[src/rtl/multicycle_ctrl.sv]
// Control FSM sequencing the shared multicycle RV64I datapath (fetch/decode/exec/mem/wb).
// CTRL_ILLEGAL_TRAP_EN: when defined, unsupported opcodes lock the FSM in TRAP; else they retire as NOPs.
module multicycle_ctrl #(
    parameter int RETIRE_W = 64
) (
    input  logic                i_clk,
    input  logic                i_rst_n,
    input  logic [31:0]         i_instr,
    input  logic                i_mem_ready,
    input  logic                i_branch_taken,
    output logic                o_pc_write,
    output logic                o_pc_src,
    output logic                o_ir_write,
    output logic                o_mem_read,
    output logic                o_mem_write,
    output logic                o_mem_addr_sel,
    output logic                o_reg_write,
    output logic [1:0]          o_alu_src_a,
    output logic [1:0]          o_alu_src_b,
    output logic [1:0]          o_alu_op,
    output logic [1:0]          o_wb_sel,
    output logic                o_illegal,
    output logic [2:0]          o_state,
    output logic [RETIRE_W-1:0] o_instret
);
    typedef enum logic [2:0] {
        S_IDLE = 3'd0, S_FETCH = 3'd1, S_DECODE = 3'd2, S_EXEC = 3'd3,
        S_MEM = 3'd4, S_WB = 3'd5, S_TRAP = 3'd6
    } state_t;

    localparam logic [6:0] OP_R     = 7'b0110011;
    localparam logic [6:0] OP_IMM   = 7'b0010011;
    localparam logic [6:0] OP_LD    = 7'b0000011;
    localparam logic [6:0] OP_S     = 7'b0100011;
    localparam logic [6:0] OP_SB    = 7'b1100011;
    localparam logic [6:0] OP_JALR  = 7'b1100111;
    localparam logic [6:0] OP_JAL   = 7'b1101111;
    localparam logic [6:0] OP_LUI   = 7'b0110111;
    localparam logic [6:0] OP_AUIPC = 7'b0010111;

    state_t     state, state_nxt;
    logic [6:0] opcode;
    logic       legal;
    logic       retire;
    logic       unused_instr;

    assign opcode       = i_instr[6:0];
    assign unused_instr = ^i_instr[31:7];
    assign o_state      = state;

    always_comb begin
        case (opcode)
            OP_R, OP_IMM, OP_LD, OP_S, OP_SB,
            OP_JALR, OP_JAL, OP_LUI, OP_AUIPC: legal = 1'b1;
            default:                           legal = 1'b0;
        endcase
    end

    always_ff @(posedge i_clk or negedge i_rst_n) begin
        if (!i_rst_n) state <= S_IDLE;
        else          state <= state_nxt;
    end

    always_comb begin
        state_nxt      = state;
        o_pc_write     = 1'b0;
        o_pc_src       = 1'b0;
        o_ir_write     = 1'b0;
        o_mem_read     = 1'b0;
        o_mem_write    = 1'b0;
        o_mem_addr_sel = 1'b0;
        o_reg_write    = 1'b0;
        o_alu_src_a    = 2'd0;
        o_alu_src_b    = 2'd0;
        o_alu_op       = 2'd0;
        o_wb_sel       = 2'd0;
        o_illegal      = 1'b0;
        case (state)
            S_IDLE: state_nxt = S_FETCH;
            S_FETCH: begin
                // PC+4 from the live ALU result lands together with the IR load
                o_mem_read  = 1'b1;
                o_alu_src_b = 2'd1;
                if (i_mem_ready) begin
                    o_ir_write = 1'b1;
                    o_pc_write = 1'b1;
                    state_nxt  = S_DECODE;
                end
            end
            S_DECODE: begin
                o_alu_src_a = 2'd1;
                o_alu_src_b = 2'd2;
`ifdef CTRL_ILLEGAL_TRAP_EN
                state_nxt   = legal ? S_EXEC : S_TRAP;
`else
                state_nxt   = legal ? S_EXEC : S_FETCH;
`endif
            end
            S_EXEC: begin
                state_nxt = S_WB;
                case (opcode)
                    OP_R:   begin o_alu_src_a = 2'd2; o_alu_op = 2'd1; end
                    OP_IMM: begin o_alu_src_a = 2'd2; o_alu_src_b = 2'd2; o_alu_op = 2'd1; end
                    OP_LD, OP_S: begin
                        o_alu_src_a = 2'd2;
                        o_alu_src_b = 2'd2;
                        state_nxt   = S_MEM;
                    end
                    OP_SB: begin
                        o_alu_src_a = 2'd2;
                        o_alu_op    = 2'd2;
                        o_pc_write  = i_branch_taken;
                        o_pc_src    = 1'b1;
                        state_nxt   = S_FETCH;
                    end
                    OP_JAL:   begin o_pc_write = 1'b1; o_pc_src = 1'b1; end
                    OP_JALR:  begin o_alu_src_a = 2'd2; o_alu_src_b = 2'd2; end
                    OP_AUIPC: begin o_alu_src_a = 2'd1; o_alu_src_b = 2'd2; end
                    default:  ;
                endcase
            end
            S_MEM: begin
                o_mem_addr_sel = 1'b1;
                if (opcode == OP_LD) o_mem_read  = 1'b1;
                else                 o_mem_write = 1'b1;
                if (i_mem_ready) state_nxt = (opcode == OP_LD) ? S_WB : S_FETCH;
            end
            S_WB: begin
                o_reg_write = 1'b1;
                state_nxt   = S_FETCH;
                case (opcode)
                    OP_LD:   o_wb_sel = 2'd1;
                    OP_JAL:  o_wb_sel = 2'd2;
                    OP_JALR: begin o_wb_sel = 2'd2; o_pc_write = 1'b1; o_pc_src = 1'b1; end
                    OP_LUI:  o_wb_sel = 2'd3;
                    default: o_wb_sel = 2'd0;
                endcase
            end
`ifdef CTRL_ILLEGAL_TRAP_EN
            S_TRAP: o_illegal = 1'b1;
`endif
            default: state_nxt = S_IDLE;
        endcase
    end

    // Any arrival in FETCH other than from IDLE or a FETCH stall retires an instruction
    assign retire = (state_nxt == S_FETCH) &&
                    (state == S_DECODE || state == S_EXEC || state == S_MEM || state == S_WB);

    always_ff @(posedge i_clk or negedge i_rst_n) begin
        if (!i_rst_n)    o_instret <= '0;
        else if (retire) o_instret <= o_instret + RETIRE_W'(1);
    end
endmodule

[config.mk]
export PLATFORM = sky130hd
export DESIGN_NAME = multicycle_ctrl
export DESIGN_NICKNAME = d
export VERILOG_FILES = /design/src/rtl/multicycle_ctrl.sv
export SDC_FILE = /design/constraint.sdc
export NUM_CORES = 1
export LEC_CHECK = 0
export ABC_CLOCK_PERIOD_IN_PS = 3650
export CAP_MARGIN = 20
export CORE_ASPECT_RATIO = 0.5
export CORE_UTILIZATION = 45
export CTS_CLUSTER_DIAMETER = 60
export DETAILED_ROUTE_END_ITERATION = 16
export PLACE_DENSITY = 0.83
export SLEW_MARGIN = 10
export SYNTH_ARGS = -nofsm -noshare
export SYNTH_HDL_FRONTEND = slang
export SYNTH_SLANG_ARGS = --single-unit
export TNS_END_PERCENT = 1
[constraint.sdc]
create_clock -name i_clk -period 3.65 [get_ports i_clk]
set_input_delay 0.73 -clock i_clk [delete_from_list [all_inputs] [get_ports i_clk]]
set_output_delay 0.73 -clock i_clk [all_outputs]
set_load 0.05 [all_outputs]
# After elaboration in Yosys (flattened, before gate mapping)
# Index checks and enable logic that the tools add are counted.
# word_totals
register_bits,67
latch_bits,0
ramBits,0
mem_bits_ro,0
output_inout_bits,83
wordCells,59
n_memories,0
# classes
addsub,1
n_mul,0
div,0
magnitude_cmp,0
n_eq_ne,15
shifts,0
muxes,28
bitwise_logic,0
n_reduce_logical,13
# ops
operator,count
$add 64x1->64 const B,1
$eq 7x6->1 const B,3
$eq 7x7->1 const B,3
$pmux 3 s5,1
$eq 7x5->1 const B,2
$pmux 2 s2,3
$pmux 2 s3,2
$mux 1,10
$reduce_or 2->1,5
$mux 3,3
$reduce_or 9->1,1
$mux 2,4
$eq 7x2->1 const B,1
$eq 3x1->1 const B,2
$eq 3x2->1 const B,2
$eq 3x3->1 const B,2
$pmux 1 s2,3
$pmux 3 s2,1
$reduce_or 6->1,1
$reduce_or 5->1,1
$logic_not 3->1,1
$logic_or 1x1->1,3
$pmux 1 s3,1
$logic_and 1x1->1,1

# Logic depth before layout (Yosys ltp)
# Gate-level depths: netlist (run 1).
# depth
word_depth,7
depth_mapped,9
mapped_depth_nobuf,7

# Worst setup path before layout (run 1)
# Ideal clock, no wire load.
# synth_path
path_kind,input port to output port
start,input i_instr[2]
end,output o_wb_sel[0]
arrival_time_ns,3.756
slack_ns,-0.836
path_stages,3
n_path_buf,1
path_cell_list,clkbuf_1 or3_1 a2111oi_0
# synth_via
elab_chain_len,4
elab_cells_between_ends,7
cone_classes,eq/ne (4); mux (2); reduce/logical (1)
# synth_lines
item,line_no,source
start: declaration,8,"input logic [31:0] i_instr,"
$eq 7x7->1,131,case (opcode)
$reduce_or 2->1 (no line),--,
$pmux 2 s3 *,131,
$mux 2 *,78,case (state)
end: declaration,21,"output logic [1:0] o_wb_sel,"
# Mark *: on every way between the ends. The rest lies on a longest branch, timed or not.

# Worst setup path in the final report (run 1)
# layout_path
start,input i_instr[2]
end,output o_pc_src
# layout_via
elab_chain_len,4
elab_cells_between_ends,7
cone_classes,eq/ne (3); mux (3); reduce/logical (1)
# layout_lines
item,line_no,source
$eq 7x7->1,101,case (opcode)
$reduce_or 2->1 (no line),--,
$mux 1,101,
$pmux 1 s2 *,78,
end: declaration,12,"output logic o_pc_src,"
# Marked as above.

==> results of run 1 <==
-- power by group --
group,leakage [nW],internal [mW],total [mW],switching (mW)
registers,0.888,0.782,0.865,0.0835
logic,0.917,0.288,0.818,0.530
clock network,0.146,0.561,0.855,0.294
-- routing by layer --
layer  GRT usage [%]  share of wire, %  vias to the layer above
li1                -                 -                     1534
met1            30.8                44                     1586
met2            37.1                48                      110
met3            5.37               7.0                        8
met4            5.00              0.65                        0
met5               0                 0                        -
-- cell usage in the layout, fill, tap and decap left out, types with 3 or more instances in the layout --
master,n
or2_2,3
nor4_1,11
clkdlybuf4s50_1,79
dfrtp_1,67
or3_1,6
and2_1,3
buf_12,7
nand2_1,30
and3_1,17
buf_4,9
nor2b_1,3
xnor2_1,53
inv_1,8
xor2_1,10
nor2_1,23
nand2b_1,4
ha_1,3
clkbuf_16,9
nand4_1,32
a21oi_1,8
and4_1,5
nand3b_1,4
nor3_1,9
o21ai_0,3
nand3_1,30
-- final cells by class --
type                    instances  area, µm²
inverters                       8       30.0
flip-flops and latches         67       1680
clock buffers                  13        260
multi-input cells             283       1890
fillers                       589       2530
repair buffers                 96       1000
clock inverters                 2       35.0
well taps                     108        135
-- cell usage after synthesis, types with 5 or more instances --
cell type   n  area share [%]
or3_1       6             1.0
nand4_1    32             5.5
xor2_1     10             2.4
nor4_1     11             1.9
nand3_1    30             4.1
nand2_1    30             3.1
buf_2       6            0.83
nor3_1      9             1.2
inv_1       8            0.83
dfrtp_1    67              46
xnor2_1    53              13
and4_1      5             1.2
a21oi_1     8             1.1
nor2_1     23             2.4
and3_1     17             2.9
-- kinds of logic (layout without fill, tap and decap cells) --
group                      Yosys count  in the layout  share of synthesized area [%]
adders and majority gates            3              3                           1.03
and+or+nand+nor                    195            195                           31.6
other                                1              1                          0.103
xor gates and xnor gates            63             63                           15.2
DFF                                 67             67                           46.1
buffers and inverters               18            119                           2.17
AOI/OAI and AO/OA                   21             21                           3.78
-- flip-flops by register name, indices dropped and copies added (netlist names) --
register,flops
o_instret,64
o_state,3
-- worst max-delay path, delay by kind of cell --
kind / cells / cell delay, ns
simple gates: 3 / 0.60
compound gates: 2 / 0.27
buf+inv: 2 / 0.89
-- per-stage QoR --
step	utilization [%]	setup TNS, ns	worst slack, ns
6_report	66.5	0	0.427
2_1_floorplan	-	-0.842	-0.157
3_3_place_gp	62.6	0	0.355
5_1_grt	66.5	0	0.254
3_5_place_dp	62.6	0	0.347
4_1_cts	66.5	0	0.428
-- path summary, 6_finish.rpt --
| check | startpoint | to | slack, ns |
|---|---|---|---|
| worst max-delay path | i_instr[2] | o_pc_src | 0.43 |
| worst min-delay path | o_instret[63] | o_instret[63] | 0.47 |
| worst max register to register | o_state[1] | o_instret[5] | 0.96 |
| worst min register to register | o_instret[63] | o_instret[63] | 0.47 |
| max in group asynchronous | i_rst_n | o_state[0] | 2.52 |
| min in group asynchronous | i_rst_n | o_instret[7] | 0.59 |
==> impl_metrics.json, run 1 <==
{
  "layout.cells.non_filler": 577,
  "yosys_warnings": 0,
  "track_usage_pct": 22.7,
  "grt_pass1_wl_mm": 14.9,
  "grt_pass1_vias": 3003,
  "yosys_most_used_dff": "dfrtp_1",
  "synth_fp_nets": 407,
  "cts_buffer_depth": 2,
  "synth_edf_count": 0,
  "min_path_type": "flip-flop to flip-flop",
  "setup_viol": 0,
  "gp_congestion": 0.842,
  "cellPowerDensity_nw_per_um2": 504,
  "vias": 3238,
  "rsz0062_at_grt": "no",
  "hold_violations": 0,
  "yosys_register_bits": 67,
  "die_height_um": 65.6,
  "whs_ns": 0.473,
  "status": "complete, no violations",
  "critical_path.max_fanout": 13,
  "htreeDepth": 3,
  "place_inst": 562,
  "wl_mm": 9.17,
  "drv_cap": 0,
  "drt-wirelength-per-cell_um": 15.9,
  "slew_violations": 0,
  "cts_made_buffers": 9,
  "start_util_pct": 48.0,
  "drtIter0Drc": 163,
  "die_w_um": 129,
  "drive_gt1_share_pct": 9.17,
  "async_reset_ff_share_pct": 100,
  "synth_area_per_cell_um2": 9.88,
  "maxSlewHeadroom_pct": 43.5,
  "slowest_delay_ns": 0.71,
  "reg2reg_depth": 6,
  "total_power_mw": 2.54,
  "crit_chain": "clkdlybuf4s50_1 > nand4b_1 > nor2_1 > and3_1 > o21ai_0 > o21ai_0 > buf_12",
  "ys_seq_area_share_pct": 46.1,
  "cts.sinks": 67,
  "core_area_um2": 7570,
  "grt_max_degree": 68,
  "max_freq_mhz": 310,
  "min_period_ns": 3.22,
  "fin_skew_ns": 0.00263,
  "clk_latency_ns": 0.32,
  "worst_slew_pin_slew_ns": 0.835,
  "overflow": 0,
  "cts_tree": "built",
  "n_antenna_cell": 0,
  "dpl.hpwl_mm": 6.45,
  "synthCells": 368,
  "post-route-period-util_pct": 88.3,
  "ant_nets": 0,
  "cts_setup_buffers": 0,
  "worst-endpoint-required_ns": 2.92,
  "cp-start-kind": "input pin",
  "cp_slowest_cell": "clkdlybuf4s50_1",
  "vdd_drop_max_v": 0.000266,
  "boundaryPins": 119,
  "final_nets": 504,
  "worstSetupEndpointType": "output port",
  "path_clk_slew_ns": 0.05,
  "grt_antenna_before_repair": 0,
  "fin_area_um2": 5030,
  "cpMostUsedCell": "o21ai_0",
  "critPathArrivalTime_ns": 2.49,
  "core.rowCount": 22,
  "leakage_nw": 1.95,
  "cts-root-buf": "clkbuf_16",
  "placed_area_um2": 4740,
  "cts_hold_buf": 0,
  "dieArea_um2": 8470,
  "port_buffers": 92,
  "drt-pass1-iter-count": 5,
  "drc_errors": 0,
  "viasPerCell": 5.61,
  "ctsResizeCount": 0,
  "critPathKind": "input pin to output port",
  "ys_types": 46,
  "synth_area_um2": 3640,
  "area_growth_pct": 38.4,
  "hold_depth": 1
}
Power figures use the tool's default switching activity.
==> run 2: changes to the inputs <==
--- a/config.mk
+++ b/config.mk
@@ -11,7 +11,7 @@
 export CORE_UTILIZATION = 45
 export CTS_CLUSTER_DIAMETER = 60
 export DETAILED_ROUTE_END_ITERATION = 16
-export PLACE_DENSITY = 0.83
+export PLACE_DENSITY = 0.79
 export SLEW_MARGIN = 10
 export SYNTH_ARGS = -nofsm -noshare
 export SYNTH_HDL_FRONTEND = slang
==> run 2 against run 1 <==
Largest cell class unchanged. Clock-buffer cell count grew 1. Total power rose by 0.80%. Design area up 0.22%. Critical path depth unchanged. Final cell count increased by 0.52%. Non-clock buffer count increased by 2. Via count up 2.5%. Register-to-register slack better by 0.03 ns. Highest routed layer unchanged. Clock power grew 4.8%. Critical path type unchanged. Routed wire length grew 2.0%. Core utilization increased by 0.15 points. Sequential cell count did not move.
==> impl_metrics.json, run 2 (synthesized netlist as in run 1, its figures left out) <==
{
  "track_usage_pct": 24.1,
  "ctsResizeCount": 0,
  "drc_errors": 0,
  "drive_gt1_share_pct": 9.11,
  "fin_skew_ns": 0.00458,
  "leakage_nw": 1.95,
  "area_growth_pct": 38.7,
  "ant_nets": 0,
  "critPathKind": "input pin to output port",
  "htreeDepth": 3,
  "cts_setup_buffers": 0,
  "largest_register_ffs": 64,
  "wl_mm": 9.35,
  "die_w_um": 129,
  "maxSlewHeadroom_pct": 44.2,
  "boundaryPins": 119,
  "drtIter0Drc": 224,
  "cts.sinks": 67,
  "post-route-period-util_pct": 89.3,
  "slew_violations": 0,
  "rsz0062_at_grt": "no",
  "critical_path.max_fanout": 13,
  "final_common_cell": "clkdlybuf4s50_1",
  "clk_latency_ns": 0.33,
  "dpl.hpwl_mm": 6.45,
  "cts-root-buf": "clkbuf_16",
  "die_height_um": 65.6,
  "worstSetupEndpointType": "output port",
  "worst-endpoint-required_ns": 2.92,
  "cts_made_buffers": 9,
  "grt_pass1_vias": 3124,
  "fin_tns_setup_ns": 0,
  "overflow": 0,
  "grt_pass1_wl_mm": 15.7,
  "cellPowerDensity_nw_per_um2": 507,
  "drt-pass1-iter-count": 6,
  "cp-start-kind": "input pin",
  "cts_tree": "built",
  "place_inst": 564,
  "n_fill_cell": 589,
  "grt_max_degree": 59,
  "max_freq_mhz": 307,
  "n_antenna_cell": 0,
  "viasPerCell": 5.72,
  "placed_area_um2": 4740,
  "min_path_type": "input pin to asynchronous set/reset pin",
  "cts_buffer_depth": 2,
  "dieArea_um2": 8470,
  "critPathArrivalTime_ns": 2.53,
  "final_nets": 506,
  "reg2reg_depth": 6,
  "drt-wirelength-per-cell_um": 16.1,
  "start_util_pct": 48.0,
  "fin_area_um2": 5050,
  "setup_viol": 0,
  "vias": 3319,
  "total_power_mw": 2.56,
  "post-route-util_pct": 66.7,
  "grt_antenna_before_repair": 0,
  "core_area_um2": 7570,
  "largest_register": "o_instret",
  "drv_cap": 0,
  "cts_hold_buf": 0,
  "r2r_slack_ns": 0.99,
  "core.rowCount": 22,
  "r2r_start": "o_state[1]",
  "vdd_drop_max_v": 0.000410,
  "gp_congestion": 0.790,
  "status": "complete, no violations",
  "r2r-end": "o_instret[34]",
  "path_clk_slew_ns": 0.05,
  "worst_slew_pin_slew_ns": 0.830,
  "hold_violations": 0,
  "min_period_ns": 3.26,
  "layout_common_cells": "clkdlybuf4s50_1 (79), dfrtp_1 (67), xnor2_1 (53), nand4_1 (32)",
  "layout.cells.non_filler": 580,
  "port_buffers": 92
}
run 2: cell types whose count changed in the layout (fill, tap and decap cells not counted), sizes merged:
cell | previous run | this run
bufinv | 1 | 2
buf | 17 | 19
clkinv | 1 | 0
clkbuf | 13 | 14
run 2: final cells by class:
cell class | count | area (µm²) | share of cell area, %
multi-input combinational | 283 | 1890 | 37.5
sequential | 67 | 1680 | 33.2
timing repair buffer | 98 | 1010 | 19.9
clock buffer | 14 | 244 | 4.84
tap | 108 | 135 | 2.68
clock inverter | 2 | 60.1 | 1.19
inverter | 8 | 30.0 | 0.595
run 2: metal layers:
metal / track usage, % / vias up / wire (µm)
met3: 5.86 / 15 / 528
li1: - / 1529 / -
met2: 37.9 / 108 / 4360
met4: 7.06 / 0 / 113
met5: 0 / - / 0
met1: 33.0 / 1667 / 4340
run 2: report_power, final:
part | leakage (nW) | switching [mW] | internal [mW]
Clock | 0.145 | 0.297 | 0.599
Combinational | 0.921 | 0.525 | 0.273
Sequential | 0.888 | 0.0824 | 0.782
Total | 1.95 | 0.904 | 1.65
run 2: worst max-delay path by stage:
stage,to,startpoint,slack [ns],cells past startpoint
3_5_place_dp,o_instret[34],i_instr[6],0.33,7
6_report,o_pc_src,i_instr[2],0.39,7
3_3_place_gp,o_instret[34],i_instr[6],0.42,7
4_1_cts,o_pc_src,i_instr[2],0.44,7
2_1_floorplan,o_pc_write,i_mem_ready,-0.16,3
5_1_grt,o_pc_src,i_instr[2],0.27,7
run 2: stage by stage:
| stage | hold WS, ns | setup slack (ns) |
|---|---|---|
| after floorplan | 0.434 | -0.157 |
| after global placement | 0.461 | 0.420 |
| after detailed placement | 0.471 | 0.329 |
| after CTS | 0.254 | 0.437 |
| after global routing | 0.255 | 0.268 |
| final | 0.254 | 0.391 |
run 2: worst max-delay path, stage by stage:
cell,delay [ns]
clkdlybuf4s50_1,0.72
nand4b_1,0.14
nor2_1,0.27
and3_1,0.20
o21ai_0,0.09
o21ai_0,0.19
buf_12,0.19
==> run 3: changes to the inputs <==
--- a/config.mk
+++ b/config.mk
@@ -10,6 +10,7 @@
 export CORE_ASPECT_RATIO = 0.5
 export CORE_UTILIZATION = 45
 export CTS_CLUSTER_DIAMETER = 60
+export CTS_CLUSTER_SIZE = 8
 export DETAILED_ROUTE_END_ITERATION = 16
 export PLACE_DENSITY = 0.79
 export SLEW_MARGIN = 10
==> results of run 3 <==
No change in the layout: final DEF, timing and power equal those of run 2.
